**src/rtl/shift_pkg.sv**
```systemverilog
`default_nettype none
// ============================================================================
//  Module   : shift_pkg
//  Purpose  : Shared types for the sequential right shifter. Holds the
//             shift-mode encoding used by the shifter's requesters and the
//             shifter's control state encoding.
//  Revision : 1.0  initial release
// ============================================================================
package shift_pkg;

  // Shift-mode encoding seen on the mode_i port.
  typedef enum logic [1:0] {
    LSR = 2'd0,  // logical: fill with 0
    ASR = 2'd1,  // arithmetic: replicate MSB
    ROR = 2'd2,  // rotate: LSB wraps to MSB
    RCR = 2'd3   // rotate through carry: cf enters MSB
  } shift_mode_t;

  // Control states of the sequential shifter.
  typedef enum logic [1:0] {
    IDLE  = 2'd0,
    SHIFT = 2'd1,
    DONE  = 2'd2
  } shift_r_seq_state_t;

endpackage : shift_pkg
`default_nettype wire

```
**src/rtl/shift_r_step.sv**
```systemverilog
`default_nettype none
// ============================================================================
//  Module   : shift_r_step
//  Purpose  : Combinational single-bit right step. The outgoing LSB always
//             becomes the new carry; the vacated MSB is filled according to
//             the shift mode.
//  Ports    : word_i  - current word          word_o - word after one step
//             cf_i    - current carry         cf_o   - carry after one step
//             mode_i  - shift mode
//  Revision : 1.0  initial release
// ============================================================================
module shift_r_step
  import shift_pkg::*;
#(
  parameter int WORD_WIDTH = 8
) (
  input  logic [WORD_WIDTH-1:0] word_i,
  input  logic                  cf_i,
  input  shift_mode_t           mode_i,
  output logic [WORD_WIDTH-1:0] word_o,
  output logic                  cf_o
);

  logic w_fill;

  always_comb begin
    w_fill = 1'b0;
    case (mode_i)
      LSR:     w_fill = 1'b0;
      ASR:     w_fill = word_i[WORD_WIDTH-1];
      ROR:     w_fill = word_i[0];
      RCR:     w_fill = cf_i;
      default: w_fill = 1'b0;
    endcase
  end

  assign word_o = {w_fill, word_i[WORD_WIDTH-1:1]};
  assign cf_o   = word_i[0];

endmodule : shift_r_step
`default_nettype wire

```
**src/rtl/shift_r_seq.sv**
```systemverilog
`default_nettype none
// ============================================================================
//  Module   : shift_r_seq
//  Purpose  : Multi-cycle right shifter, one bit per clock, with valid/ready
//             handshakes on request and result sides. Shift amount N gives
//             a result N edges after the acceptance edge; N=0 passes the
//             operand and incoming carry straight through.
//  Ports    : clk_i, rst_i (sync, active-high)
//             valid_i/ready_o, word_i, cf_i, shift_size_i, mode_i  - request
//             valid_o/ready_i, word_o, cf_o                        - result
//  Revision : 1.0  initial release
// ============================================================================
module shift_r_seq
  import shift_pkg::*;
#(
  parameter int WORD_WIDTH = 8
) (
  input  logic                          clk_i,
  input  logic                          rst_i,
  input  logic                          valid_i,
  output logic                          ready_o,
  input  logic [WORD_WIDTH-1:0]         word_i,
  input  logic                          cf_i,
  input  logic [$clog2(WORD_WIDTH)-1:0] shift_size_i,
  input  logic [1:0]                    mode_i,
  output logic                          valid_o,
  input  logic                          ready_i,
  output logic [WORD_WIDTH-1:0]         word_o,
  output logic                          cf_o
);

  localparam int CNT_W = $clog2(WORD_WIDTH);

  shift_r_seq_state_t    r_state;
  shift_r_seq_state_t    w_state_nxt;
  logic [WORD_WIDTH-1:0] r_word;
  logic                  r_cf;
  shift_mode_t           r_mode;
  logic [CNT_W-1:0]      r_cnt;
  logic [WORD_WIDTH-1:0] w_step_word;
  logic                  w_step_cf;

  shift_r_step #(
    .WORD_WIDTH (WORD_WIDTH)
  ) u_step (
    .word_i (r_word),
    .cf_i   (r_cf),
    .mode_i (r_mode),
    .word_o (w_step_word),
    .cf_o   (w_step_cf)
  );

  // State register
  always_ff @(posedge clk_i) begin
    if (rst_i) begin
      r_state <= IDLE;
    end else begin
      r_state <= w_state_nxt;
    end
  end

  // Next-state logic
  always_comb begin
    w_state_nxt = r_state;
    case (r_state)
      IDLE: begin
        if (valid_i) begin
          w_state_nxt = (shift_size_i == '0) ? DONE : SHIFT;
        end
      end
      SHIFT: begin
        // Counter still holds the remaining steps including this one.
        if (r_cnt == CNT_W'(1)) begin
          w_state_nxt = DONE;
        end
      end
      DONE: begin
        if (ready_i) begin
          w_state_nxt = IDLE;
        end
      end
      default: w_state_nxt = IDLE;
    endcase
  end

  // Datapath: operand capture in IDLE, one step per edge in SHIFT, hold
  // otherwise so the result is stable under backpressure.
  always_ff @(posedge clk_i) begin
    if (rst_i) begin
      r_word <= '0;
      r_cf   <= 1'b0;
      r_mode <= LSR;
      r_cnt  <= '0;
    end else begin
      case (r_state)
        IDLE: begin
          if (valid_i) begin
            r_word <= word_i;
            r_cf   <= cf_i;
            r_mode <= shift_mode_t'(mode_i);
            r_cnt  <= shift_size_i;
          end
        end
        SHIFT: begin
          r_word <= w_step_word;
          r_cf   <= w_step_cf;
          r_cnt  <= r_cnt - CNT_W'(1);
        end
        default: ;
      endcase
    end
  end

  assign ready_o = (r_state == IDLE);
  assign valid_o = (r_state == DONE);
  assign word_o  = r_word;
  assign cf_o    = r_cf;

endmodule : shift_r_seq
`default_nettype wire

```
**config.mk**
```make
export PLATFORM = sky130hd
export DESIGN_NAME = shift_r_seq
export DESIGN_NICKNAME = d
export VERILOG_FILES = /design/src/rtl/shift_pkg.sv /design/src/rtl/shift_r_step.sv /design/src/rtl/shift_r_seq.sv
export SDC_FILE = /design/constraint.sdc
export NUM_CORES = 1
export LEC_CHECK = 0
export BUFFER_PORTS_ARGS = -buffer_cell sky130_fd_sc_hd__buf_2
export CAP_MARGIN = 20
export CORE_AREA = 2 2 44 46
export CTS_CLUSTER_DIAMETER = 60
export DETAILED_ROUTE_END_ITERATION = 7
export DIE_AREA = 0 0 46 48
export PLACE_DENSITY = 0.79
export SYNTH_ARGS = -nofsm -noshare
export SYNTH_HDL_FRONTEND = slang
export SYNTH_SLANG_ARGS = --single-unit
```
**constraint.sdc**
```tcl
create_clock -name clk_i -period 2.4 [get_ports clk_i]
set_clock_uncertainty 0.1 [all_clocks]
set_input_delay 0.24 -clock clk_i [delete_from_list [all_inputs] [get_ports clk_i]]
set_output_delay 0.24 -clock clk_i [all_outputs]
set_load 0.02 [all_outputs]
```
# == Word-level counts from Yosys, hierarchy flattened ==
# Cells that the tools add are included.
# classes
bitwise_logic,0
magnitude_cmp,0
n_mux,12
eq_ne,10
n_div,0
add_sub_neg,1
reduce_logical,8
mul,0
shift,0
# ops
cell,count
one-hot mux 8 bit (2 select lines),1
2-to-1 mux 2 bit,4
2-to-1 mux 8 bit,1
"== test 2 bit, second input constant",3
"!= test 2 bit, second input constant",3
one-hot mux 2 bit (3 select lines),1
one-hot mux 3 bit (2 select lines),1
AND reduction 3 bit,2
"== test 2 x 1 -> 1 bit, second input constant",2
logical NOT 2 bit,2
AND reduction 2 bit,2
"== test 3 x 1 -> 1 bit, second input constant",1
logical NOT 3 bit,1
2-to-1 mux 3 bit,1
one-hot mux 1 bit (3 select lines),1
"subtractor 3 x 1 -> 3 bit, second input constant",1
"!= test 2 x 1 -> 1 bit, second input constant",1
one-hot mux 1 bit (2 select lines),1
nonzero test 2 bit,1
2-to-1 mux 1 bit,1
# totals
mem_bits_rw,0
out_inout_bits,11
regBits,16
elab_cells,37
romBits,0
mem_count,0
latch_bits,0

# == Logic depth before layout (Yosys ltp) ==
# Gate-level depths: netlist of the first run.
# depth
ltp_word,4
mapped_depth,6
mapped_depth_nobuf,5

# == Modules after synthesis ==
# From an unflattened synthesis of the first run, not the netlist that was laid out.
# hier_totals
hier_cells,98
area_unflattened_um2,937.1
# modules_own_cells
mod,area_each_um2,n_inst,cells_per_inst
shift_r_seq,845.8,1,86
shift_r_step,91.3,1,12

# == Worst setup path after synthesis of the first run ==
# Ideal clock, no wire load.
# synth_timing
path_type,register to register
start,reg r_state[0]
end,reg r_cnt[2]
required_ns,2.167
stages_incl_launch_ff,5
path_slack_ns,1.137
arrival_ns,1.030
path_buffers,1
path_cell_list,dfxtp_1 buf_2 or3b_1 a21oi_1 nor3_1
# synth_between
elab_chain_cells,3
elab_cells_between_ends,6
classes_between,eq/ne (2); mux (1); reduce/logical (3)
# synth_rtl
element,line,rtl
from (decl),shift_r_seq.sv:34,shift_r_seq_state_t r_state;
from (signal assigned),shift_r_seq.sv:58,r_state <= w_state_nxt;
== test 2 x 1 -> 1 bit / logical NOT 2 bit (equally long branches),shift_r_seq.sv:95,case (r_state)
nonzero test 2 bit (no line) / != test 2 bit (equally long branches),--,
AND reduction 2 bit (no line),--,
to (signal assigned),shift_r_seq.sv:101,r_cnt <= shift_size_i;
to (signal assigned),shift_r_seq.sv:107,r_cnt <= r_cnt - CNT_W'(1);
to (decl),shift_r_seq.sv:39,logic [CNT_W-1:0] r_cnt;
# Parallel ways exist; a longest one is shown, timed or not.
# A chain may end at the register's enable or synchronous reset.

# == Worst setup path after layout of the first run ==
# layout_timing
start,reg r_state[0]
end,reg r_word[5] (netlist: word_o[5])
# layout_between
elab_chain_cells,3
elab_cells_between_ends,6
classes_between,eq/ne (2); mux (1); reduce/logical (3)
# layout_rtl
element,line,rtl
== test 2 x 1 -> 1 bit / logical NOT 2 bit (equally long branches),shift_r_seq.sv:95,
nonzero test 2 bit (no line) / != test 2 bit (equally long branches),--,
AND reduction 2 bit (no line),--,
to (signal assigned),shift_r_seq.sv:98,r_word <= word_i;
to (signal assigned),shift_r_seq.sv:105,r_word <= w_step_word;
to (decl),shift_r_seq.sv:36,logic [WORD_WIDTH-1:0] r_word;
# Parallel ways exist; a longest one is shown, timed or not.

==> results.py, run 1 <==
metrics = {
    "cells_and_area": {
        "final_area_sq_um": 983,
        "layoutNonFillerInstCount": 139,
        "nets": 143,
        "antennaDiodeCount": 0,
        "area_growth_pct": 15.2,
        "drive_gt1_share_pct": 31.1,
    },
    "placement": {
        "gp_congestion": 0.804,
        "dp.cells": 135,
        "dpl_cell_area_sq_um": 947,
        "dpl.hpwl_um": 1310,
        "io_buffers": 28,
        "dp_slack_ns": 0.699,
    },
    "grt": {
        "busiest_layer": "met2",
        "use_met3_pct": 8.68,
        "antenna_found_initial": 0,
        "track_usage_pct": 18.9,
        "met2_usage_pct": 29.4,
        "grt_pass1_wl_um": 2940,
        "use_met1_pct": 24.3,
        "grt_max_degree": 20,
        "grt_overflow_total": 0,
        "grt_pass1_vias": 662,
    },
    "pwr": {
        "power.internal_mw": 0.463,
        "pwr-share-seq_pct": 47.5,
        "switchingPower_mw": 0.221,
        "p_comb_share_pct": 26.1,
        "ir_drop_mv": 0.492,
        "clock_power_share_pct": 26.4,
        "p_leak_nw": 0.442,
        "sw_frac_of_total_pct": 32.4,
        "power_density_mw_per_mm2": 696,
    },
    "clock_tree": {
        "cts_setup_buffers": 0,
        "clkSinkCount": 16,
        "cts.clk_slew.worst_paths_ns": 0.10,
        "clockBufferDepth": 2,
        "cts_tree": "done",
        "cts_root_buf": "clkbuf_4",
        "cts_hold_buffers": 0,
        "cts_made_buffers": 3,
        "post_cts_resized": 0,
        "insertion_delay_ns": 0.30,
        "htreeDepth": 1,
    },
    "yosys": {
        "synthTopCellsByCount": "nand2_1 (17), dfxtp_1 (16), nor2_1 (12)",
        "async_flop_share_pct": 0,
        "synthCells": 99,
        "yosys-top-cells-area": "dfxtp_1 (38%), a311oi_1 (8.2%), nand2_1 (7.5%), nor2_1 (5.3%), ha_1 (2.9%)",
        "ys_ff_latch": 16,
        "seq_area_frac_synth_pct": 37.5,
        "syn_nets": 119,
        "synth_top_area_share_pct": 37.5,
        "yosys.area.top_type": "dfxtp_1",
        "synth_edf_count": 0,
        "yosysMostFrequentCell": "nand2_1",
        "yosysWarningCount": 0,
        "synth_cell_types": 32,
        "postSynthAreaPerCell_sq_um": 8.62,
        "synth.cell_area_sq_um": 853,
        "synth_flop_cell": "dfxtp_1",
    },
    "sta": {
        "maxSlewViolCount": 0,
        "whs_ns": 0.0829,
        "period_share_pct": 70.5,
        "fin_ws_ns": 0.707,
        "hold_viol": 0,
        "max_slew_margin_pct": 69.7,
        "rsz0062_at_grt": "no",
        "clock.fmax_mhz": 591,
        "tns_ns": 0,
        "period_minus_slack_ns": 1.69,
        "worst_pin_slew_ns": 0.453,
        "setup_violations": 0,
    },
    "routing": {
        "drt_iter0_drc": 11,
        "postRouteAntennaNets": 0,
        "wl_per_cell_um": 13.1,
        "wl_um": 1830,
        "drc": 0,
        "via_count": 769,
        "first_pass_iters": 4,
        "viasPerCell": 5.53,
    },
    "worst_hold_path": {
        "hold_start": "mode_i[0]",
        "hp-class": "in2reg",
        "min_path_cells": 3,
        "holdPathEnd": "r_mode[0]$_SDFFE_PP0P_",
    },
    "floorplanning": {
        "die_h_um": 48,
        "io_pins": 29,
        "initial_core_util_pct": 50.5,
        "rows": 15,
        "coreArea_sq_mm": 0.00169,
        "die_w_um": 46,
        "fp.dieArea_sq_mm": 0.00221,
    },
    "flow_run": {
        "drv_cap": 0,
    },
    "setup_path": {
        "startpoint_type": "flop",
        "r2r-end": "word_o[5]$_SDFFE_PP0P_",
        "cp_max_fo": 13,
        "worstPathArrival_ns": 1.78,
        "required_ns": 2.49,
        "end_kind": "flop",
        "worstReg2RegStart": "r_state[0]$_SDFFE_PP0P_",
        "critical_path_class": "reg2reg",
        "r2r_cells": 3,
        "rrSetupSlack_ns": 0.71,
    },
    "run_status": {
        "status": "completed",
    },
}
==> power by group through the flow <==
stage | combinational [mW] | clock (mW) | sequential (mW)
global placement | 0.175 | 0 | 0.329
detailed placement | 0.180 | 0 | 0.331
global route | 0.200 | 0.201 | 0.330
finish | 0.179 | 0.180 | 0.325
CTS | 0.181 | 0.185 | 0.325
floorplan | 0.132 | 0 | 0.339
==> per-stage QoR <==
stage	power [mW]	util, %
floorplan	0.471	-
global placement	0.504	56.1
detailed placement	0.511	56.1
CTS	0.691	58.2
global route	0.732	58.2
finish	0.684	58.2
==> worst max-delay path: stages, from the launching register on <==
cell and delay [ns]:
dfxtp_1 0.59, nor2b_2 0.50, nand2_1 0.10, a311oi_1 0.30
==> per-layer routing <==
| metal | vias up | share of wire (%) |
|---|---|---|
| met5 | - | 0 |
| met2 | 20 | 49 |
| met4 | 0 | 0.77 |
| li1 | 391 | - |
| met1 | 356 | 44 |
| met3 | 2 | 6.3 |
==> worst max-delay path by stage <==
| stage | startpoint | end | slack (ns) | cells after the start |
|---|---|---|---|---|
| floorplan | r_state[0]$_SDFFE_PP0P_ | r_cnt[2]$_SDFFE_PP0P_ | 1.14 | 4 |
| global placement | r_state[0]$_SDFFE_PP0P_ | word_o[6]$_SDFFE_PP0P_ | 0.81 | 3 |
| detailed placement | r_state[0]$_SDFFE_PP0P_ | word_o[5]$_SDFFE_PP0P_ | 0.70 | 3 |
| CTS | r_state[0]$_SDFFE_PP0P_ | word_o[5]$_SDFFE_PP0P_ | 0.68 | 3 |
| global route | r_state[0]$_SDFFE_PP0P_ | word_o[5]$_SDFFE_PP0P_ | 0.52 | 3 |
| finish | r_state[0]$_SDFFE_PP0P_ | word_o[5]$_SDFFE_PP0P_ | 0.71 | 3 |
==> cell families after synthesis <==
kind of cell,share of synthesized area [%]
flops,37.5
buf+inv,9.68
simple gates,24.3
compound gates,21.8
mux,3.67
fa+ha+maj,2.93
==> layout make-up <==
cell class	count	area, sq um
multi-input cells	70	450
fillers	162	706
inverters	4	15.0
repair buffers	28	140
clock buffers	4	36.3
well taps	17	21.3
flip-flops and latches	16	320
==> state kept, by name, summed over array words and instances, names as in the netlist <==
name and cells:
cf_o 1, r_cnt 3, r_mode 2, r_state 2
word_o 8
==> cell usage in the layout (no fill, tap or decap), drive strengths merged, types with 2 or more instances in the layout <==
cell type	count
buf	28
nand2	17
dfxtp	16
nor2	13
a311oi	8
inv	4
a21oi	4
a211oi	4
clkbuf	4
nor3	3
nor3b	3
mux2i	2
a32oi	2
ha	2
nor2b	2
Note: power is estimated with default switching activity, not from simulation.
==> run 2, diff against run 1 <==
Settings changed: CORE_AREA 2 2 44 46 to 2 2 46 48, DIE_AREA 0 0 46 48 to 0 0 48 50, PLACE_DENSITY 0.79 to 0.73.
Clock period 2.4 ns to 1.6 ns, I/O delays scaled along.
==> run 2 against run 1 <==
  * Count of clock-buffer cells in the layout unchanged
  * Register-to-register slack got worse by 0.48 ns
  * Die area increased by 8.7%
  * Largest power group unchanged
==> results.py, run 2 (same netlist as run 1, synthesis figures left out) <==
metrics = {
    "routing": {
        "drc": 0,
        "viasPerCell": 5.18,
        "wl_um": 1820,
        "drt_iter0_drc": 4,
        "wl_per_cell_um": 11.8,
        "via_count": 798,
        "first_pass_iters": 4,
        "postRouteAntennaNets": 0,
    },
    "sta": {
        "period_share_pct": 94.2,
        "clock.fmax_mhz": 663,
        "max_slew_margin_pct": 75.7,
        "maxSlewViolCount": 0,
        "worst_pin_slew_ns": 0.364,
        "tns_ns": 0,
        "whs_ns": 0.0119,
        "rsz0062_at_grt": "no",
        "hold_viol": 0,
        "period_minus_slack_ns": 1.51,
        "setup_violations": 0,
    },
    "cells_and_area": {
        "final_cell_mix": "buf_2 (28), nand2_1 (17), dfxtp_1 (16)",
        "final_common_cell": "buf_2",
        "nets": 148,
        "antennaDiodeCount": 0,
        "area_growth_pct": 21.4,
        "finish.utilization_pct": 54.5,
        "layoutNonFillerInstCount": 154,
        "largest_register_ff_count": 8,
        "drive_gt1_share_pct": 33.1,
    },
    "floorplanning": {
        "initial_core_util_pct": 44.9,
        "die_w_um": 48,
        "fp.dieArea_sq_mm": 0.00240,
        "rows": 16,
        "io_pins": 29,
        "coreArea_sq_mm": 0.00190,
        "die_h_um": 50,
    },
    "grt": {
        "grt_max_degree": 20,
        "grt_pass1_wl_um": 2820,
        "grt_overflow_total": 0,
        "grt_pass1_vias": 687,
        "antenna_found_initial": 0,
        "track_usage_pct": 16.5,
    },
    "setup_path": {
        "critical_path_class": "reg2out",
        "r2r_cells": 5,
        "worstPathArrival_ns": 1.25,
        "worstReg2RegStart": "r_cnt[0]$_SDFFE_PP0P_",
        "required_ns": 1.34,
        "rrSetupSlack_ns": 0.23,
        "r2r-end": "r_cnt[1]$_SDFFE_PP0P_",
        "cp_max_fo": 6,
        "startpoint_type": "flop",
        "end_kind": "output port",
    },
    "placement": {
        "dp.cells": 149,
        "dpl.hpwl_um": 1340,
        "io_buffers": 28,
        "gp_congestion": 0.746,
    },
    "clock_tree": {
        "cts_root_buf": "clkbuf_4",
        "post_cts_resized": 0,
        "cts_setup_buffers": 0,
        "clockBufferDepth": 2,
        "cts.clk_slew.worst_paths_ns": 0.09,
        "cts_hold_buffers": 1,
        "cts_made_buffers": 3,
        "insertion_delay_ns": 0.30,
        "clkSinkCount": 16,
        "cts_tree": "done",
        "htreeDepth": 1,
    },
    "pwr": {
        "p_leak_nw": 0.467,
        "power_density_mw_per_mm2": 1010,
        "power_mw": 1.05,
        "ir_drop_mv": 0.388,
    },
    "run_status": {
        "status": "completed",
    },
    "flow_run": {
        "drv_cap": 0,
    },
    "worst_hold_path": {
        "hold_start": "mode_i[0]",
        "holdPathEnd": "r_mode[0]$_SDFFE_PP0P_",
        "hp-class": "in2reg",
        "min_path_cells": 3,
    },
}
run 2: cell count changes in the layout (fill, tap and decap cells not counted), sizes merged:
cell	delta
buf	+4
dlygate4sd3	+1
run 2: layout make-up:
type                            count  area (sq um)
Fill cell                         177           866
Multi-Input combinational cell     70           450
Sequential cell                    16           320
Timing Repair Buffer               33           180
Clock buffer                        4          36.3
Tap cell                           27          33.8
Inverter                            4          15.0
run 2: how the worst max path moves through the flow:
stage,end,from
final,valid_o,r_state[1]$_SDFFE_PP0P_
after global routing,valid_o,r_state[1]$_SDFFE_PP0P_
after CTS,valid_o,r_state[1]$_SDFFE_PP0P_
after detailed placement,cf_o$_SDFFE_PP0P_,r_state[0]$_SDFFE_PP0P_
after global placement,word_o[5]$_SDFFE_PP0P_,r_state[0]$_SDFFE_PP0P_
after floorplan,r_cnt[2]$_SDFFE_PP0P_,r_state[0]$_SDFFE_PP0P_
run 2: per-layer routing:
layer	vias to the layer above	GRT usage (%)	share of wire, %
li1	400	-	-
met1	375	18.4	42
met2	18	27.3	52
met3	5	2.20	3.0
met4	0	10.8	3.0
met5	-	0	0
run 2: worst max-delay path: stages, from the launching register on:
cell	delay (ns)
dfxtp_1	0.41
buf_4	0.18
nor2b_1	0.18
buf_2	0.19
run 2: where the power goes:
part	leakage, nW	total [mW]	switching (mW)	internal [mW]
Combinational	0.314	0.295	0.168	0.126
Sequential	0.133	0.477	0.0335	0.444
Clock	0.0210	0.277	0.138	0.139
Total	0.467	1.05	0.340	0.709
run 2: metrics by stage:
step / worst slack [ns] / instance area, sq um
floorplan: 0.337 / 853
global placement: 0.298 / 990
detailed placement: 0.237 / 990
CTS: 0.0853 / 1040
global route: 0.00901 / 1040
finish: 0.0923 / 1040
==> run 3, diff against run 2 <==
Settings changed: ABC_AREA from default to 1, CTS_CLUSTER_SIZE from default to 12, HOLD_SLACK_MARGIN from default to 0.02, PLACE_DENSITY 0.73 to 0.76.
==> run 3 against run 2 <==
  * Die area did not move
  * Flip-flop and latch count did not move
  * Synthesized cell count rose by 40%
  * Worst setup slack improved by 0.12 ns
  * Combinational power rose to 3.2 times the previous value
  * Via count rose by 14%
  * Total power rose by 78%
  * Critical path type is now reg2reg
==> results.py, run 3 <==
metrics = {
    "run_status": {
        "status": "completed",
    },
    "cells_and_area": {
        "final_cell_mix": "nand2_1 (56), buf_2 (28), dfxtp_1 (16)",
        "finish.utilization_pct": 56.8,
        "drive_gt1_share_pct": 28.1,
        "nets": 188,
        "final_common_cell": "nand2_1",
        "final_area_sq_mm": 0.00108,
        "antennaDiodeCount": 0,
        "area_growth_pct": 19.5,
        "fillCellCount": 193,
        "largest_register_ff_count": 8,
    },
    "worst_hold_path": {
        "hp-class": "in2reg",
    },
    "placement": {
        "io_buffers": 28,
        "dpl.hpwl_um": 1410,
        "gp_congestion": 0.789,
        "dpl_cell_area_sq_mm": 0.00104,
    },
    "sta": {
        "maxSlewViolCount": 0,
        "worst_pin_slew_ns": 0.278,
        "clock.fmax_mhz": 718,
        "rsz0062_at_grt": "no",
        "max_slew_margin_pct": 81.3,
        "period_share_pct": 87.0,
        "setup_violations": 0,
        "hold_viol": 0,
        "tns_ns": 0,
        "period_minus_slack_ns": 1.39,
    },
    "pwr": {
        "power_mw": 1.87,
        "power_density_mw_per_mm2": 1730,
        "ir_drop_mv": 0.822,
        "p_leak_nw": 0.561,
    },
    "routing": {
        "drt_iter0_drc": 13,
        "drc": 0,
        "postRouteAntennaNets": 0,
        "first_pass_iters": 4,
        "wl_um": 1890,
        "wl_per_cell_um": 9.72,
        "viasPerCell": 4.70,
        "via_count": 911,
    },
    "flow_run": {
        "drv_cap": 0,
    },
    "floorplanning": {
        "die_w_um": 48,
        "rows": 16,
        "fp.dieArea_sq_mm": 0.00240,
        "initial_core_util_pct": 47.5,
        "die_h_um": 50,
        "coreArea_sq_mm": 0.00190,
        "io_pins": 29,
    },
    "clock_tree": {
        "htreeDepth": 1,
        "insertion_delay_ns": 0.29,
        "cts_root_buf": "clkbuf_4",
        "cts_tree": "done",
        "clockBufferDepth": 2,
        "cts_made_buffers": 3,
        "post_cts_resized": 0,
        "cts_setup_buffers": 0,
        "cts_hold_buffers": 0,
        "cts.clk_slew.worst_paths_ns": 0.10,
        "clkSinkCount": 16,
    },
    "yosys": {
        "yosys-top-cells-area": "dfxtp_1 (35%), nand2_1 (23%), a21oi_1 (6.6%), inv_1 (4.6%), nand2_2 (4.2%)",
        "ys_ff_latch": 16,
        "synth.cell_area_sq_um": 903,
        "seq_area_frac_synth_pct": 35.5,
        "postSynthAreaPerCell_sq_um": 6.50,
        "yosysWarningCount": 0,
        "synthCells": 139,
        "synth_edf_count": 0,
        "synth_cell_types": 20,
        "synthTopCellsByCount": "nand2_1 (56), dfxtp_1 (16), a21oi_1 (12)",
        "async_flop_share_pct": 0,
        "syn_nets": 159,
        "yosysMostFrequentCell": "nand2_1",
        "synth_top_area_share_pct": 35.5,
        "synth_flop_cell": "dfxtp_1",
        "yosys.area.top_type": "dfxtp_1",
    },
    "setup_path": {
        "critical_path_class": "reg2reg",
        "startpoint_type": "flop",
        "end_kind": "flop",
        "worstPathArrival_ns": 1.48,
        "required_ns": 1.69,
        "cp_max_fo": 10,
    },
    "grt": {
        "antenna_found_initial": 0,
        "grt_pass1_vias": 762,
        "grt_overflow_total": 0,
        "grt_max_degree": 18,
        "track_usage_pct": 17.6,
        "grt_pass1_wl_um": 2990,
    },
}
run 3: changes by cell type after synthesis, sizes merged, moves of 3 or more:
cell / before / now
buf: 7 / 3
a21oi: 4 / 13
inv: 4 / 14
o21ai: 1 / 6
a211oi: 4 / 0
nand3: 1 / 7
nand2: 17 / 63
nor3b: 3 / 0
a311oi: 8 / 0
run 3: cells by family after synthesis:
group	share of synthesized area [%]
simple gates	41.3
buf+inv	9.56
flops	35.5
fa+ha+maj	2.77
compound gates	10.9
run 3: final timing paths:
check                                             start                      end  slack (ns)  cells past startpoint
worst max-delay path            r_state[0]$_SDFFE_PP0P_  r_state[0]$_SDFFE_PP0P_        0.21                      7
worst min-delay path                          mode_i[0]   r_mode[0]$_SDFFE_PP0P_        0.03                      3
worst max register to register  r_state[0]$_SDFFE_PP0P_  r_state[0]$_SDFFE_PP0P_        0.21                      7
worst min register to register    r_cnt[1]$_SDFFE_PP0P_    r_cnt[1]$_SDFFE_PP0P_        0.37                      2
run 3: final cells by class:
type / instances / area, sq um / share of cell area [%]
tap: 27 / 33.8 / 3.13
clock buffer: 4 / 36.3 / 3.36
timing repair buffer: 28 / 140 / 13.0
inverter: 14 / 52.6 / 4.87
sequential: 16 / 320 / 29.7
multi-input combinational: 105 / 497 / 46.0
run 3: report_power, final:
group          total [mW]  internal [mW]  switching (mW)  leakage (nW)
sequential          0.649          0.534           0.115         0.132
clock               0.271          0.139           0.133        0.0210
combinational       0.946          0.326           0.620         0.408
total                1.87          0.998           0.868         0.561
run 3: routing by layer:
layer	up-vias	routed length [um]	track usage, %
li1	487	-	-
met1	391	893	20.7
met2	28	854	27.8
met3	5	99	4.40
met4	0	38	9.46
met5	-	0	0
run 3: per-stage QoR:
step	cells	setup slack, ns	hold WS, ns
2_1_floorplan	139	0.331	0.129
3_3_place_gp	190	0.253	0.343
3_5_place_dp	190	0.212	0.341
4_1_cts	194	0.189	0.0258
5_1_grt	194	0.0386	0.0440
6_report	194	0.208	0.0264
run 3: worst max-delay path, stage by stage (launching register included):
cell,delay (ns)
dfxtp_1,0.50
inv_2,0.10
nor2_4,0.24
nand2_1,0.13
nand3_2,0.09
nand2_1,0.05
nand2_1,0.05
nor2_1,0.04
